<file path="config.mk">
export PLATFORM = sky130hd
export DESIGN_NAME = memory_arbiter_flat
export DESIGN_NICKNAME = d
export VERILOG_FILES = /design/src/rtl/memory_arbiter_pkg.sv /design/src/rtl/memory_arbiter_if.sv /design/src/rtl/memory_arbiter_rr_picker2.sv /design/src/rtl/memory_arbiter.sv /design/src/flat_wrapper.sv
export SDC_FILE = /design/constraint.sdc
export NUM_CORES = 1
export LEC_CHECK = 0
export ABC_CLOCK_PERIOD_IN_PS = 2009
export CELL_PAD_IN_SITES_DETAIL_PLACEMENT = 1
export CELL_PAD_IN_SITES_GLOBAL_PLACEMENT = 2
export CORE_AREA = 2 2 322 324
export DETAILED_ROUTE_END_ITERATION = 10
export DIE_AREA = 0 0 324 326
export PLACE_DENSITY_LB_ADDON = 0.1
export SLEW_MARGIN = 30
export SYNTH_ARGS = -nofsm -noshare
export SYNTH_HDL_FRONTEND = slang
export SYNTH_SLANG_ARGS = --single-unit
</file>
<file path="constraint.sdc">
create_clock -name clk -period 2.01 [get_ports clk]
set_input_delay 0.402 -clock clk [delete_from_list [all_inputs] [get_ports clk]]
set_output_delay 0.402 -clock clk [all_outputs]
set_load 0.03 [all_outputs]
</file>
<file path="src/rtl/memory_arbiter_pkg.sv">
// memory_arbiter_pkg: state encodings and requester ids shared by the arbiter files
package memory_arbiter_pkg;

    typedef enum logic [1:0] {
        ARB_IDLE  = 2'd0,
        ARB_GNT_I = 2'd1,
        ARB_GNT_D = 2'd2
    } arb_state_e;

    localparam logic ARB_REQ_I = 1'b0;
    localparam logic ARB_REQ_D = 1'b1;

endpackage

</file>
<file path="src/rtl/memory_arbiter_if.sv">
// memory_arbiter_if: cache request/response and memory bus bundle around the arbiter
interface memory_arbiter_if #(
    parameter int ADDR_WIDTH = 12,
    parameter int LINE_WIDTH = 128
);

    logic                  i_enable, i_op, i_op_done, i_grant, i_data_ready, i_memory_in_use;
    logic [ADDR_WIDTH-1:0] i_address;
    logic [LINE_WIDTH-1:0] i_data_in, i_data_out;
    logic                  d_enable, d_op, d_op_done, d_grant, d_data_ready, d_memory_in_use;
    logic [ADDR_WIDTH-1:0] d_address;
    logic [LINE_WIDTH-1:0] d_data_in, d_data_out;
    logic                  mem_enable, mem_op_init, mem_op, mem_op_done, mem_data_ready;
    logic [ADDR_WIDTH-1:0] mem_address;
    logic [LINE_WIDTH-1:0] mem_data_in, mem_data_out;
    logic                  timeout_error;

    modport slave (
        input  i_enable, i_op, i_address, i_data_in, i_op_done,
        output i_grant, i_data_ready, i_data_out, i_memory_in_use,
        input  d_enable, d_op, d_address, d_data_in, d_op_done,
        output d_grant, d_data_ready, d_data_out, d_memory_in_use,
        output mem_enable, mem_op_init, mem_op, mem_address, mem_data_in, mem_op_done,
        input  mem_data_ready, mem_data_out,
        output timeout_error
    );

    modport master (
        output i_enable, i_op, i_address, i_data_in, i_op_done,
        input  i_grant, i_data_ready, i_data_out, i_memory_in_use,
        output d_enable, d_op, d_address, d_data_in, d_op_done,
        input  d_grant, d_data_ready, d_data_out, d_memory_in_use,
        input  mem_enable, mem_op_init, mem_op, mem_address, mem_data_in, mem_op_done,
        output mem_data_ready, mem_data_out,
        input  timeout_error
    );

endinterface

</file>
<file path="src/rtl/memory_arbiter_rr_picker2.sv">
// memory_arbiter_rr_picker2: two-way round-robin pick, the requester not served last wins a tie
module memory_arbiter_rr_picker2
    import memory_arbiter_pkg::*;
(
    input  logic i_req_i,
    input  logic d_req_i,
    input  logic last_grant_i,
    output logic valid_o,
    output logic pick_o
);

    assign valid_o = i_req_i | d_req_i;
    assign pick_o  = (i_req_i & d_req_i) ? ~last_grant_i : (d_req_i ? ARB_REQ_D : ARB_REQ_I);

endmodule

</file>
<file path="src/rtl/memory_arbiter.sv">
// memory_arbiter: round-robin sharing of one memory between the I and D caches with hang timeout
module memory_arbiter
    import memory_arbiter_pkg::*;
#(
    parameter int ADDR_WIDTH     = 12,
    parameter int LINE_WIDTH     = 128,
    parameter int TIMEOUT_CYCLES = 256
)(
    input logic                clk,
    input logic                reset,
    memory_arbiter_if.slave    bus
);

    localparam int CW = $clog2(TIMEOUT_CYCLES);

    arb_state_e    state_q, state_d;
    logic          last_q, last_d;
    logic [CW-1:0] cnt_q, cnt_d;
    logic          terr_q, terr_d;
    logic          gi, gd, g, odone, tout, pv, pick;

    memory_arbiter_rr_picker2 u_pick (
        .i_req_i      (bus.i_enable),
        .d_req_i      (bus.d_enable),
        .last_grant_i (last_q),
        .valid_o      (pv),
        .pick_o       (pick)
    );

    assign gi    = state_q == ARB_GNT_I;
    assign gd    = state_q == ARB_GNT_D;
    assign g     = gi | gd;
    assign odone = gi ? bus.i_op_done : (gd & bus.d_op_done);
    assign tout  = g & (cnt_q == CW'(TIMEOUT_CYCLES - 1)) & ~odone;

    // grant from IDLE, release on op_done or timeout, count granted cycles
    always_comb begin
        state_d = state_q;
        last_d  = last_q;
        cnt_d   = g ? cnt_q + CW'(1) : '0;
        terr_d  = terr_q | tout;
        if (!g && pv) begin
            state_d = pick ? ARB_GNT_D : ARB_GNT_I;
            last_d  = pick;
        end else if (odone | tout) begin
            state_d = ARB_IDLE;
        end
    end

    // state, last grantee, cycle counter and sticky timeout flag
    always_ff @(posedge clk) begin
        if (reset) begin
            state_q <= ARB_IDLE;
            last_q  <= ARB_REQ_I;
            cnt_q   <= '0;
            terr_q  <= 1'b0;
        end else begin
            state_q <= state_d;
            last_q  <= last_d;
            cnt_q   <= cnt_d;
            terr_q  <= terr_d;
        end
    end

    assign bus.mem_enable      = gi ? bus.i_enable  : (gd & bus.d_enable);
    assign bus.mem_op          = gi ? bus.i_op      : (gd & bus.d_op);
    assign bus.mem_address     = gi ? bus.i_address : (gd ? bus.d_address : {ADDR_WIDTH{1'b0}});
    assign bus.mem_data_in     = gi ? bus.i_data_in : (gd ? bus.d_data_in : {LINE_WIDTH{1'b0}});
    assign bus.mem_op_init     = g & (cnt_q == '0);
    assign bus.mem_op_done     = odone | tout;
    assign bus.i_grant         = gi;
    assign bus.d_grant         = gd;
    assign bus.i_memory_in_use = gd;
    assign bus.d_memory_in_use = gi;
    assign bus.i_data_ready    = gi & bus.mem_data_ready & ~tout;
    assign bus.d_data_ready    = gd & bus.mem_data_ready & ~tout;
    assign bus.i_data_out      = gi ? bus.mem_data_out : {LINE_WIDTH{1'b0}};
    assign bus.d_data_out      = gd ? bus.mem_data_out : {LINE_WIDTH{1'b0}};
    assign bus.timeout_error   = terr_q;

endmodule

</file>
<file path="src/flat_wrapper.sv">
// flat-port wrapper written by rule: the top's interface ports become plain ports
module memory_arbiter_flat import memory_arbiter_pkg::*;
#(
    parameter int ADDR_WIDTH     = 12,
    parameter int LINE_WIDTH     = 128,
    parameter int TIMEOUT_CYCLES = 256
)
  (clk, reset, bus_i_enable, bus_i_op, bus_i_address, bus_i_data_in, bus_i_op_done, bus_i_grant, bus_i_data_ready, bus_i_data_out, bus_i_memory_in_use, bus_d_enable, bus_d_op, bus_d_address, bus_d_data_in, bus_d_op_done, bus_d_grant, bus_d_data_ready, bus_d_data_out, bus_d_memory_in_use, bus_mem_enable, bus_mem_op_init, bus_mem_op, bus_mem_address, bus_mem_data_in, bus_mem_op_done, bus_mem_data_ready, bus_mem_data_out, bus_timeout_error);
  memory_arbiter_if #(.ADDR_WIDTH(ADDR_WIDTH), .LINE_WIDTH(LINE_WIDTH)) bus_i ();
  input logic clk;
  input logic reset;
  input wire logic [$bits(bus_i.i_enable)-1:0] bus_i_enable;
  input wire logic [$bits(bus_i.i_op)-1:0] bus_i_op;
  input wire logic [$bits(bus_i.i_address)-1:0] bus_i_address;
  input wire logic [$bits(bus_i.i_data_in)-1:0] bus_i_data_in;
  input wire logic [$bits(bus_i.i_op_done)-1:0] bus_i_op_done;
  output wire logic [$bits(bus_i.i_grant)-1:0] bus_i_grant;
  output wire logic [$bits(bus_i.i_data_ready)-1:0] bus_i_data_ready;
  output wire logic [$bits(bus_i.i_data_out)-1:0] bus_i_data_out;
  output wire logic [$bits(bus_i.i_memory_in_use)-1:0] bus_i_memory_in_use;
  input wire logic [$bits(bus_i.d_enable)-1:0] bus_d_enable;
  input wire logic [$bits(bus_i.d_op)-1:0] bus_d_op;
  input wire logic [$bits(bus_i.d_address)-1:0] bus_d_address;
  input wire logic [$bits(bus_i.d_data_in)-1:0] bus_d_data_in;
  input wire logic [$bits(bus_i.d_op_done)-1:0] bus_d_op_done;
  output wire logic [$bits(bus_i.d_grant)-1:0] bus_d_grant;
  output wire logic [$bits(bus_i.d_data_ready)-1:0] bus_d_data_ready;
  output wire logic [$bits(bus_i.d_data_out)-1:0] bus_d_data_out;
  output wire logic [$bits(bus_i.d_memory_in_use)-1:0] bus_d_memory_in_use;
  output wire logic [$bits(bus_i.mem_enable)-1:0] bus_mem_enable;
  output wire logic [$bits(bus_i.mem_op_init)-1:0] bus_mem_op_init;
  output wire logic [$bits(bus_i.mem_op)-1:0] bus_mem_op;
  output wire logic [$bits(bus_i.mem_address)-1:0] bus_mem_address;
  output wire logic [$bits(bus_i.mem_data_in)-1:0] bus_mem_data_in;
  output wire logic [$bits(bus_i.mem_op_done)-1:0] bus_mem_op_done;
  input wire logic [$bits(bus_i.mem_data_ready)-1:0] bus_mem_data_ready;
  input wire logic [$bits(bus_i.mem_data_out)-1:0] bus_mem_data_out;
  output wire logic [$bits(bus_i.timeout_error)-1:0] bus_timeout_error;
  assign bus_i.i_enable = bus_i_enable;
  assign bus_i.i_op = bus_i_op;
  assign bus_i.i_address = bus_i_address;
  assign bus_i.i_data_in = bus_i_data_in;
  assign bus_i.i_op_done = bus_i_op_done;
  assign bus_i_grant = bus_i.i_grant;
  assign bus_i_data_ready = bus_i.i_data_ready;
  assign bus_i_data_out = bus_i.i_data_out;
  assign bus_i_memory_in_use = bus_i.i_memory_in_use;
  assign bus_i.d_enable = bus_d_enable;
  assign bus_i.d_op = bus_d_op;
  assign bus_i.d_address = bus_d_address;
  assign bus_i.d_data_in = bus_d_data_in;
  assign bus_i.d_op_done = bus_d_op_done;
  assign bus_d_grant = bus_i.d_grant;
  assign bus_d_data_ready = bus_i.d_data_ready;
  assign bus_d_data_out = bus_i.d_data_out;
  assign bus_d_memory_in_use = bus_i.d_memory_in_use;
  assign bus_mem_enable = bus_i.mem_enable;
  assign bus_mem_op_init = bus_i.mem_op_init;
  assign bus_mem_op = bus_i.mem_op;
  assign bus_mem_address = bus_i.mem_address;
  assign bus_mem_data_in = bus_i.mem_data_in;
  assign bus_mem_op_done = bus_i.mem_op_done;
  assign bus_i.mem_data_ready = bus_mem_data_ready;
  assign bus_i.mem_data_out = bus_mem_data_out;
  assign bus_timeout_error = bus_i.timeout_error;
  memory_arbiter #(.ADDR_WIDTH(ADDR_WIDTH), .LINE_WIDTH(LINE_WIDTH), .TIMEOUT_CYCLES(TIMEOUT_CYCLES)) u_core (.clk(clk), .reset(reset), .bus(bus_i));
endmodule
</file>
==> results.txt, run 1 <==
The run finished, with violations left. The checks that failed: negative setup slack. The number of buffers and inverters on the critical path came out at 4. The highest achievable clock rate came out at 417 MHz. The hold violation total from the final report came to 0. The portion of the post-synthesis area used by sequential elements came out at 0.0648.

The utilization of the core after routing came out at 0.181. The largest fanout on the critical path is 3. The number of hold-repair buffers added at the cts stage is 0. The switching power as a share of total power came out at 0.452.

The total die area is 106000 um2. Clock tree synthesis selected as its root buffer the cell sky130_fd_sc_hd__clkbuf_16. The fraction of registers with async set/reset came out at 0.

The post-detailed-routing wire length came out at 65.7 mm. The clock latency reported for the late side of the worst-skew pair came out at 0.24 ns. The combinational share of power is 0.933. The share of total power dissipated in the clock network is 0.041. The initial utilization of the core area, before any placement, comes to 0.0361. The count of flip-flops with a built-in enable after synthesis is 0. After global routing the overflow that remains totals 0. The top cell types in the final layout, fill and taps aside, are sky130_fd_sc_hd__clkdlybuf4s50_1 (417), sky130_fd_sc_hd__buf_6 (241), sky130_fd_sc_hd__and2_4 (145), sky130_fd_sc_hd__a22o_4 (127), sky130_fd_sc_hd__buf_12 (127). Entering global routing, the biggest net connects 39 pins. The net switching power is 4.61 mW. The final cycle utilization of the critical path is 1.19. The first TritonRoute pass finished after 4 iterations. Leaving out fill and tap cells, the most frequent cell in the layout is sky130_fd_sc_hd__clkdlybuf4s50_1.

The number of buffers created by CTS came out at 3. The via count of the first global-routing pass is 8768. The width of the chip is 324 um.

The count of port buffers added during placement is 823. The number of antenna violations at the first check in global routing is 22. Counting along the longest clock path gives a buffer depth of 2. Counting cells, the worst reg-to-reg path comes to 7. The arrival time reported for the critical path endpoint came out at 2.00 ns.

Dividing the detail-routed via count by the number of cells gives 2.86. The synthesized netlist net count came out at 955. The number of register bits inferred by synthesis came out at 12. The worst setup skew after layout came out at 0.00205 ns. Clock-pin slew was measured on the worst setup and hold paths at 0.05 ns. On the critical path, the stage with the largest delay is an instance of sky130_fd_sc_hd__a2111o_1. The tool flagged a number of max-cap violations equal to 0.

The critical path required time is 1.61 ns. After layout, the minimum clock period comes to 2.40 ns. At the placement stage, the worst setup path has a slack of -0.398 ns. The number of logic stages on the critical path including buffering came out at 8. The number of pins exceeding their max-slew limit in the final report came out at 0. The leakage power total is 7.84 nW.

The global placer's final weighted congestion is 0.747. The type of the setup path with the least slack is register to output pin. The total power came out at 10.2 mW. The synthesized netlist occupies a cell area of 3710 um2. TritonCTS built the clock tree.

The H-tree depth is 1. Relative to the synthesized area, the layout overhead comes to 400%. The number of primary I/O pins is 824. STA classifies the critical path startpoint as a register. The starting DRC count in detailed routing is 162. The setup-violating endpoint count in the final report came out at 254. The worst hold path stage count is 2. The total clock sinks is 12. The first global-routing pass estimated 83.8 mm of wire. The post-detailed-route wirelength per cell is 23.4 um.

In this run, distinct cell masters in the synthesized netlist total 29. IR analysis of the VDD net gives a maximum drop of 0.222 mV. For this design the ratio of total power to cell area is 549 nW/um2. Setup repair after global routing could not meet its margin everywhere. At the end of the flow, the number of nets in the layout was 1847.

Grouping stages by cell kind, the critical path spends the most delay in buffers and inverters. Once detail routing completed, the nets flagged for antenna violations numbered 0. In this design, the stage delay of the slowest critical-path cell is 0.42 ns. The floorplan has 118 rows. At the pin with the least slew margin, the transition time is 0.406 ns. The die extent in y came out at 326 um. The worst setup path is captured at an output pin. The core region is 103000 um2. The aggregate global-route resource usage is 0.117. The number of instances in the synthesized netlist is 534. The synthesized area divided by synthesized cell count came out at 6.94 um2.

The number of design rule violations left after detail routing is 0. The proportion of layout cells with a drive suffix above 1 is 0.585. Of the total power, registers draw 0.026. In the synthesized netlist the dominant register cell turns out to be sky130_fd_sc_hd__dfxtp_1. The tightest min-delay check is of the register to register type.

The number of warnings issued by yosys came out at 0. The headroom to the max-slew limit is 0.728. The detailed router placed 8051 vias in this run. The HPWL reported at the end of detailed placement came out at 48.0 mm. Walking the worst path, the cells encountered are buf_6 -> ha_4 -> buf_6 -> and2_4 -> a2111o_1 -> buf_12 -> and3_4 -> buf_12. Cell internal power was estimated by the tool at 5.58 mW. The worst setup slack after layout came out at -0.390 ns.
[metrics by stage]
step	instances	hold WS [ns]	TNS [ns]	area, um2
6_report	2811	0.468	-41.84	18500
3_5_place_dp	2711	0.470	-37.32	14000
3_3_place_gp	2711	0.478	-32.47	14000
5_1_grt	2808	0.506	-60.20	18500
4_1_cts	2819	0.478	-64.52	18400
2_1_floorplan	534	0.430	-0.00369	3900
[routing by layer]
layer,global-route usage,up-vias,wire length [um]
met2,0.220,418,34300
met4,0.0104,6,605
li1,-,3713,-
met1,0.137,3884,26000
met5,0,-,47
met3,0.0262,30,4710
[state kept, by name (all words and copies together), names as in the netlist]
name	count
u_core.cnt_q	8
u_core.state_q	2
u_core.bus.timeout_error	1
u_core.last_q	1
[logic make-up (layout without fill, tap and decap cells)]
kind of cell             after synthesis  count (layout)  synth area share
AND/OR/NAND/NOR                      289             289             0.478
AO/OA/AOI/OAI                        157             157             0.361
buffers and inverters                 69             960            0.0756
flip-flops                            12              12            0.0648
adder cells (fa/ha/maj)                4               4            0.0135
XOR/XNOR                               3               3           0.00709
other                                  0               6                 0
[power by group through the flow]
stage	clock, mW	combinational [mW]	sequential, mW
2_1_floorplan	0	3.08	0.267
3_3_place_gp	0	6.78	0.266
3_5_place_dp	0	6.75	0.267
5_1_grt	0.447	9.95	0.267
6_report	0.413	9.51	0.266
4_1_cts	0.427	9.73	0.265
[cell usage after synthesis (2+ instances only)]
library cell / count / share of area
sky130_fd_sc_hd__nor2b_1: 2 / 0.0034
sky130_fd_sc_hd__clkbuf_1: 50 / 0.051
sky130_fd_sc_hd__o31ai_1: 2 / 0.0040
sky130_fd_sc_hd__buf_4: 2 / 0.0040
sky130_fd_sc_hd__and2_1: 257 / 0.43
sky130_fd_sc_hd__o21ai_0: 5 / 0.0067
sky130_fd_sc_hd__nand2_1: 7 / 0.0071
sky130_fd_sc_hd__a21oi_1: 5 / 0.0067
sky130_fd_sc_hd__dfxtp_1: 12 / 0.065
sky130_fd_sc_hd__or3_1: 3 / 0.0051
sky130_fd_sc_hd__ha_1: 4 / 0.013
sky130_fd_sc_hd__a22o_1: 140 / 0.33
sky130_fd_sc_hd__nor2_1: 7 / 0.0071
sky130_fd_sc_hd__buf_2: 11 / 0.015
sky130_fd_sc_hd__a2111o_1: 2 / 0.0061
sky130_fd_sc_hd__nand3_1: 5 / 0.0067
sky130_fd_sc_hd__xor2_1: 2 / 0.0047
sky130_fd_sc_hd__and3_1: 2 / 0.0034
sky130_fd_sc_hd__inv_1: 6 / 0.0061
[worst paths after layout]
check | startpoint | end | slack (ns)
hold / removal | u_core.bus.timeout_error | u_core.bus.timeout_error | 0.47
setup reg to reg | u_core.state_q[0] | u_core.state_q[1] | 0.30
setup / recovery | u_core.state_q[0] | bus_i_data_ready | -0.39
hold reg to reg | u_core.bus.timeout_error | u_core.bus.timeout_error | 0.47
[tightest hold or removal path: cells and delay by family (launching register included)]
kind,cells,cell delay (ns)
DFF,1,0.31
buffers and inverters,1,0.05
AOI/OAI and AO/OA,1,0.05
[timing repair]
action                     4_1_cts  5_1_grt
setup endpoints to repair      396      342
resized for setup              507      168
pin swaps                        9       14
gates cloned                    55        2
buffers inserted                50       11
[cell type report]
cell class / count / area [um2]
fill: 11700 / 84100
timing repair buffer: 950 / 11700
multi-input combinational: 453 / 4740
tap: 1380 / 1730
sequential: 12 / 243
clock buffer: 4 / 88.8
inverter: 6 / 22.5
antenna: 6 / 15.0
No activity file was read; power rests on OpenSTA's default activity.
==> run 2, diff against run 1 <==
Settings changed: GPL_ROUTABILITY_DRIVEN set to 0.
==> results of run 2 <==
Final layout, timing and power as in run 1 (identical DEF).
==> run 3, diff against run 2 <==
Settings changed: HOLD_SLACK_MARGIN set to 0.15, REMOVE_ABC_BUFFERS set to 1.
==> run 3 against run 2 <==
  * The run still ends with negative setup slack left
  * First-iteration DRC count up 35%
  * Worst setup slack better by 0.098 ns
  * Critical path depth down 1
  * Sequential power about the same
  * Clock power up 4%
  * Clock-buffer cell count unchanged
  * Critical path type unchanged
==> results.txt, run 3 (synthesized netlist as in run 1, its figures left out) <==
Run status: finished with violations (unchanged). Failing checks: negative setup slack (unchanged). The kind of path behind the tightest hold check is register to register (unchanged).

The final layout net count is 1800 (was 1847). The depth of the worst register-to-register path is 7 (unchanged). The register with the most flip-flops is u_core.cnt_q (unchanged).

The reported max-cap violation count is 0 (unchanged). The post-route minimum period is 2.30 ns (was 2.40 ns). The slew at the pin closest to its max-slew limit is 0.337 ns (was 0.406 ns). The setup-violating endpoint count in the final report came out at 314 (was 254).

The number of design rule violations left after detail routing was 0 (unchanged). The highest achievable clock rate came to 434 MHz (was 417 MHz). The post-detailed-routing wire length was 58.4 mm (was 65.7 mm). The width of the chip was 324 um (unchanged). The total global routing overflow was 0 (unchanged). The TritonCTS clock tree is yes (unchanged). The average via count per standard cell was 2.73 (was 2.86). The cell total after placement came out at 2726 (was 2711).

The most common cell after layout, fill and taps aside is sky130_fd_sc_hd__clkdlybuf4s50_1 (unchanged). The total via count in the routed design came out at 7552 (was 8051). RSZ-0062 raised after global routing: yes (unchanged). The clock tree root driver cell is sky130_fd_sc_hd__clkbuf_16 (unchanged). The signed area change from the synthesized netlist to the final layout came to 310% (was 400%). The ratio of total power to cell area is 537 nW/um2 (was 549 nW/um2).

The final cycle utilization of the critical path came out at 1.15 (was 1.19). The minimum setup slack among reg-to-reg paths is 0.22 ns (was 0.30 ns). The worst setup skew after layout came out at 0.00118 ns (was 0.00205 ns). The number of flip-flops in the largest register came out at 8 (unchanged). The leakage power total is 6.40 nW (was 7.84 nW). The clock latency reported for the late side of the worst-skew pair is 0.25 ns (was 0.24 ns). The worst reg2reg path endpoint is u_core.state_q[1] (unchanged). The proportion of layout cells with a drive suffix above 1 was 0.397 (was 0.585). The met1 global-route usage is 0.115 (was 0.137). The remaining number of nets flagged by the antenna check after routing came out at 0 (unchanged). The count of port buffers added during placement came out at 823 (unchanged). The via count of the first global-routing pass came out at 7943 (was 8768). The area of the core came to 103000 um2 (unchanged).

The busiest layer in global routing is met2 (unchanged). The arrival time reported for the critical path endpoint is 1.90 ns (was 2.00 ns). The total die area came to 106000 um2 (unchanged).

The utilization of the core after routing came out at 0.148 (was 0.181). The startpoint of the lowest-slack hold path is u_core.bus.timeout_error (unchanged). The headroom to the max-slew limit was 0.775 (was 0.728). The first-pass iteration count of the detailed router is 4 (unchanged). The total clock sinks was 12 (unchanged). The starting DRC count in detailed routing is 219 (was 162). The type of element launching the critical path is a register (unchanged). The critical path required time came out at 1.61 ns (about the same). The capture endpoint of the worst hold path is u_core.bus.timeout_error (unchanged).

The worst setup slack after layout came out at -0.292 ns (was -0.390 ns). The row count was 118 (unchanged). The global-route met2 utilization is 0.202 (was 0.220). The met3 track utilization from global routing came to 0.0214 (was 0.0262). The initial core utilization is 0.0361 (unchanged).

The largest net degree at the start of global routing is 30 (was 39). Registers with the most flip-flops: u_core.cnt_q x8, u_core.state_q x2 (unchanged). Top library cells by usage in the layout, fill and taps aside: sky130_fd_sc_hd__clkdlybuf4s50_1 (417), sky130_fd_sc_hd__buf_4 (304), sky130_fd_sc_hd__and2_1 (244), sky130_fd_sc_hd__a22o_1 (106), sky130_fd_sc_hd__buf_12 (82) (was sky130_fd_sc_hd__clkdlybuf4s50_1 (417), sky130_fd_sc_hd__buf_6 (241), sky130_fd_sc_hd__and2_4 (145), sky130_fd_sc_hd__a22o_4 (127), sky130_fd_sc_hd__buf_12 (127)). The clock-pin transition on the worst setup and hold timing paths came out at 0.05 ns (about the same). The number of antenna violations at the first check in global routing came out at 13 (was 22). The HPWL reported at the end of detailed placement came out at 48.5 mm (was 48.0 mm). The largest fanout on the critical path is 3 (unchanged). The number of primary I/O pins is 824 (unchanged).

The type of the setup path with the least slack was register to output pin (unchanged). The total of fill cells in the finished design is 12000 (was 11700). The global-route wire length before repair came out at 74.3 mm (was 83.8 mm). The aggregate global-route resource usage came out at 0.102 (was 0.117). The worst-case clock buffer depth came to 2 (unchanged).

The number of buffers created by CTS is 3 (unchanged). The worst supply voltage drop on vdd is 0.283 mV (was 0.222 mV). The die extent in y is 326 um (unchanged).

The final cell count without fillers was 2762 (was 2811). The post-detailed-route wirelength per cell came out at 21.1 um (was 23.4 um). The worst hold path stage count came out at 2 (unchanged). The number of hold-repair buffers added at the cts stage was 0 (unchanged). The number of pins exceeding their max-slew limit in the final report is 0 (unchanged). The hold violation total from the final report is 0 (unchanged).

The smallest hold slack came out at 0.455 ns (was 0.468 ns). The H-tree depth is 1 (unchanged). The critical path endpoint category is an output pin (unchanged). The worst flop-to-flop path startpoint is u_core.state_q[1] (was u_core.state_q[0]).
run 3: cell types whose count changed in the layout (fill, tap and decap cells not counted), moves of 31 or more:
cell / before / now
sky130_fd_sc_hd__buf_4: 104 / 304
sky130_fd_sc_hd__buf_6: 241 / 78
sky130_fd_sc_hd__and2_4: 145 / 12
sky130_fd_sc_hd__and2_1: 112 / 244
sky130_fd_sc_hd__a22o_1: 1 / 106
sky130_fd_sc_hd__a22o_4: 127 / 34
sky130_fd_sc_hd__buf_12: 127 / 82
sky130_fd_sc_hd__buf_16: 45 / 14
run 3: routing by layer:
layer	up-vias	part of all wire
met1	3598	0.38
met5	-	0.00058
met2	346	0.55
li1	3591	-
met4	4	0.0028
met3	13	0.064
run 3: how the worst max path moves through the flow:
stage / start / end / slack (ns) / cells past startpoint
after CTS: u_core.state_q[0] / bus_i_data_ready / -0.33 / 6
final: u_core.state_q[1] / bus_i_data_ready / -0.29 / 7
after detailed placement: bus_i_op_done / bus_d_data_ready / -0.23 / 5
after global routing: u_core.state_q[1] / bus_i_data_ready / -0.35 / 7
after global placement: bus_i_op_done / bus_d_data_ready / -0.22 / 5
after floorplan: u_core.state_q[1] / bus_d_data_ready / -10.32 / 5
run 3: area by class of cell:
type | instances | area [um2] | area share
Timing Repair Buffer | 903 | 9550 | 0.628
Multi-Input combinational cell | 453 | 3560 | 0.234
Tap cell | 1380 | 1730 | 0.114
Sequential cell | 12 | 243 | 0.0160
Clock buffer | 4 | 88.8 | 0.00585
Inverter | 6 | 22.5 | 0.00148
Antenna cell | 4 | 10.0 | 0.000659
run 3: worst max-delay path, stage by stage (launching register included):
cell and delay [ns]:
sky130_fd_sc_hd__dfxtp_2 0.33, sky130_fd_sc_hd__buf_6 0.11, sky130_fd_sc_hd__ha_4 0.15, sky130_fd_sc_hd__nor2b_4 0.14, sky130_fd_sc_hd__buf_6 0.11, sky130_fd_sc_hd__a2111o_1 0.46
sky130_fd_sc_hd__and3_4 0.21, sky130_fd_sc_hd__buf_6 0.13
run 3: power breakdown:
group / switching [mW] / internal, mW
clock: 0.128 / 0.302
combinational: 3.85 / 3.61
sequential: 0.0116 / 0.254
run 3: through the flow:
stage / setup TNS, ns / setup slack, ns / power, mW / cell area (um2)
6_report: -24.74 / -0.292 / 8.15 / 15200
5_1_grt: -54.83 / -0.352 / 8.60 / 15200
4_1_cts: -43.84 / -0.333 / 8.18 / 14800
3_5_place_dp: -1.20 / -0.226 / 6.98 / 13800
3_3_place_gp: -0.603 / -0.215 / 7.01 / 13800
2_1_floorplan: -2063.33 / -10.32 / 3.27 / 3450
run 3: timing repair:
item / in CTS / in global routing
gates resized for setup: 125 / 65
pin swaps: 8 / 4
setup buffers: 9 / 5
cloned: 13 / 3
setup endpoints to repair: 394 / 375
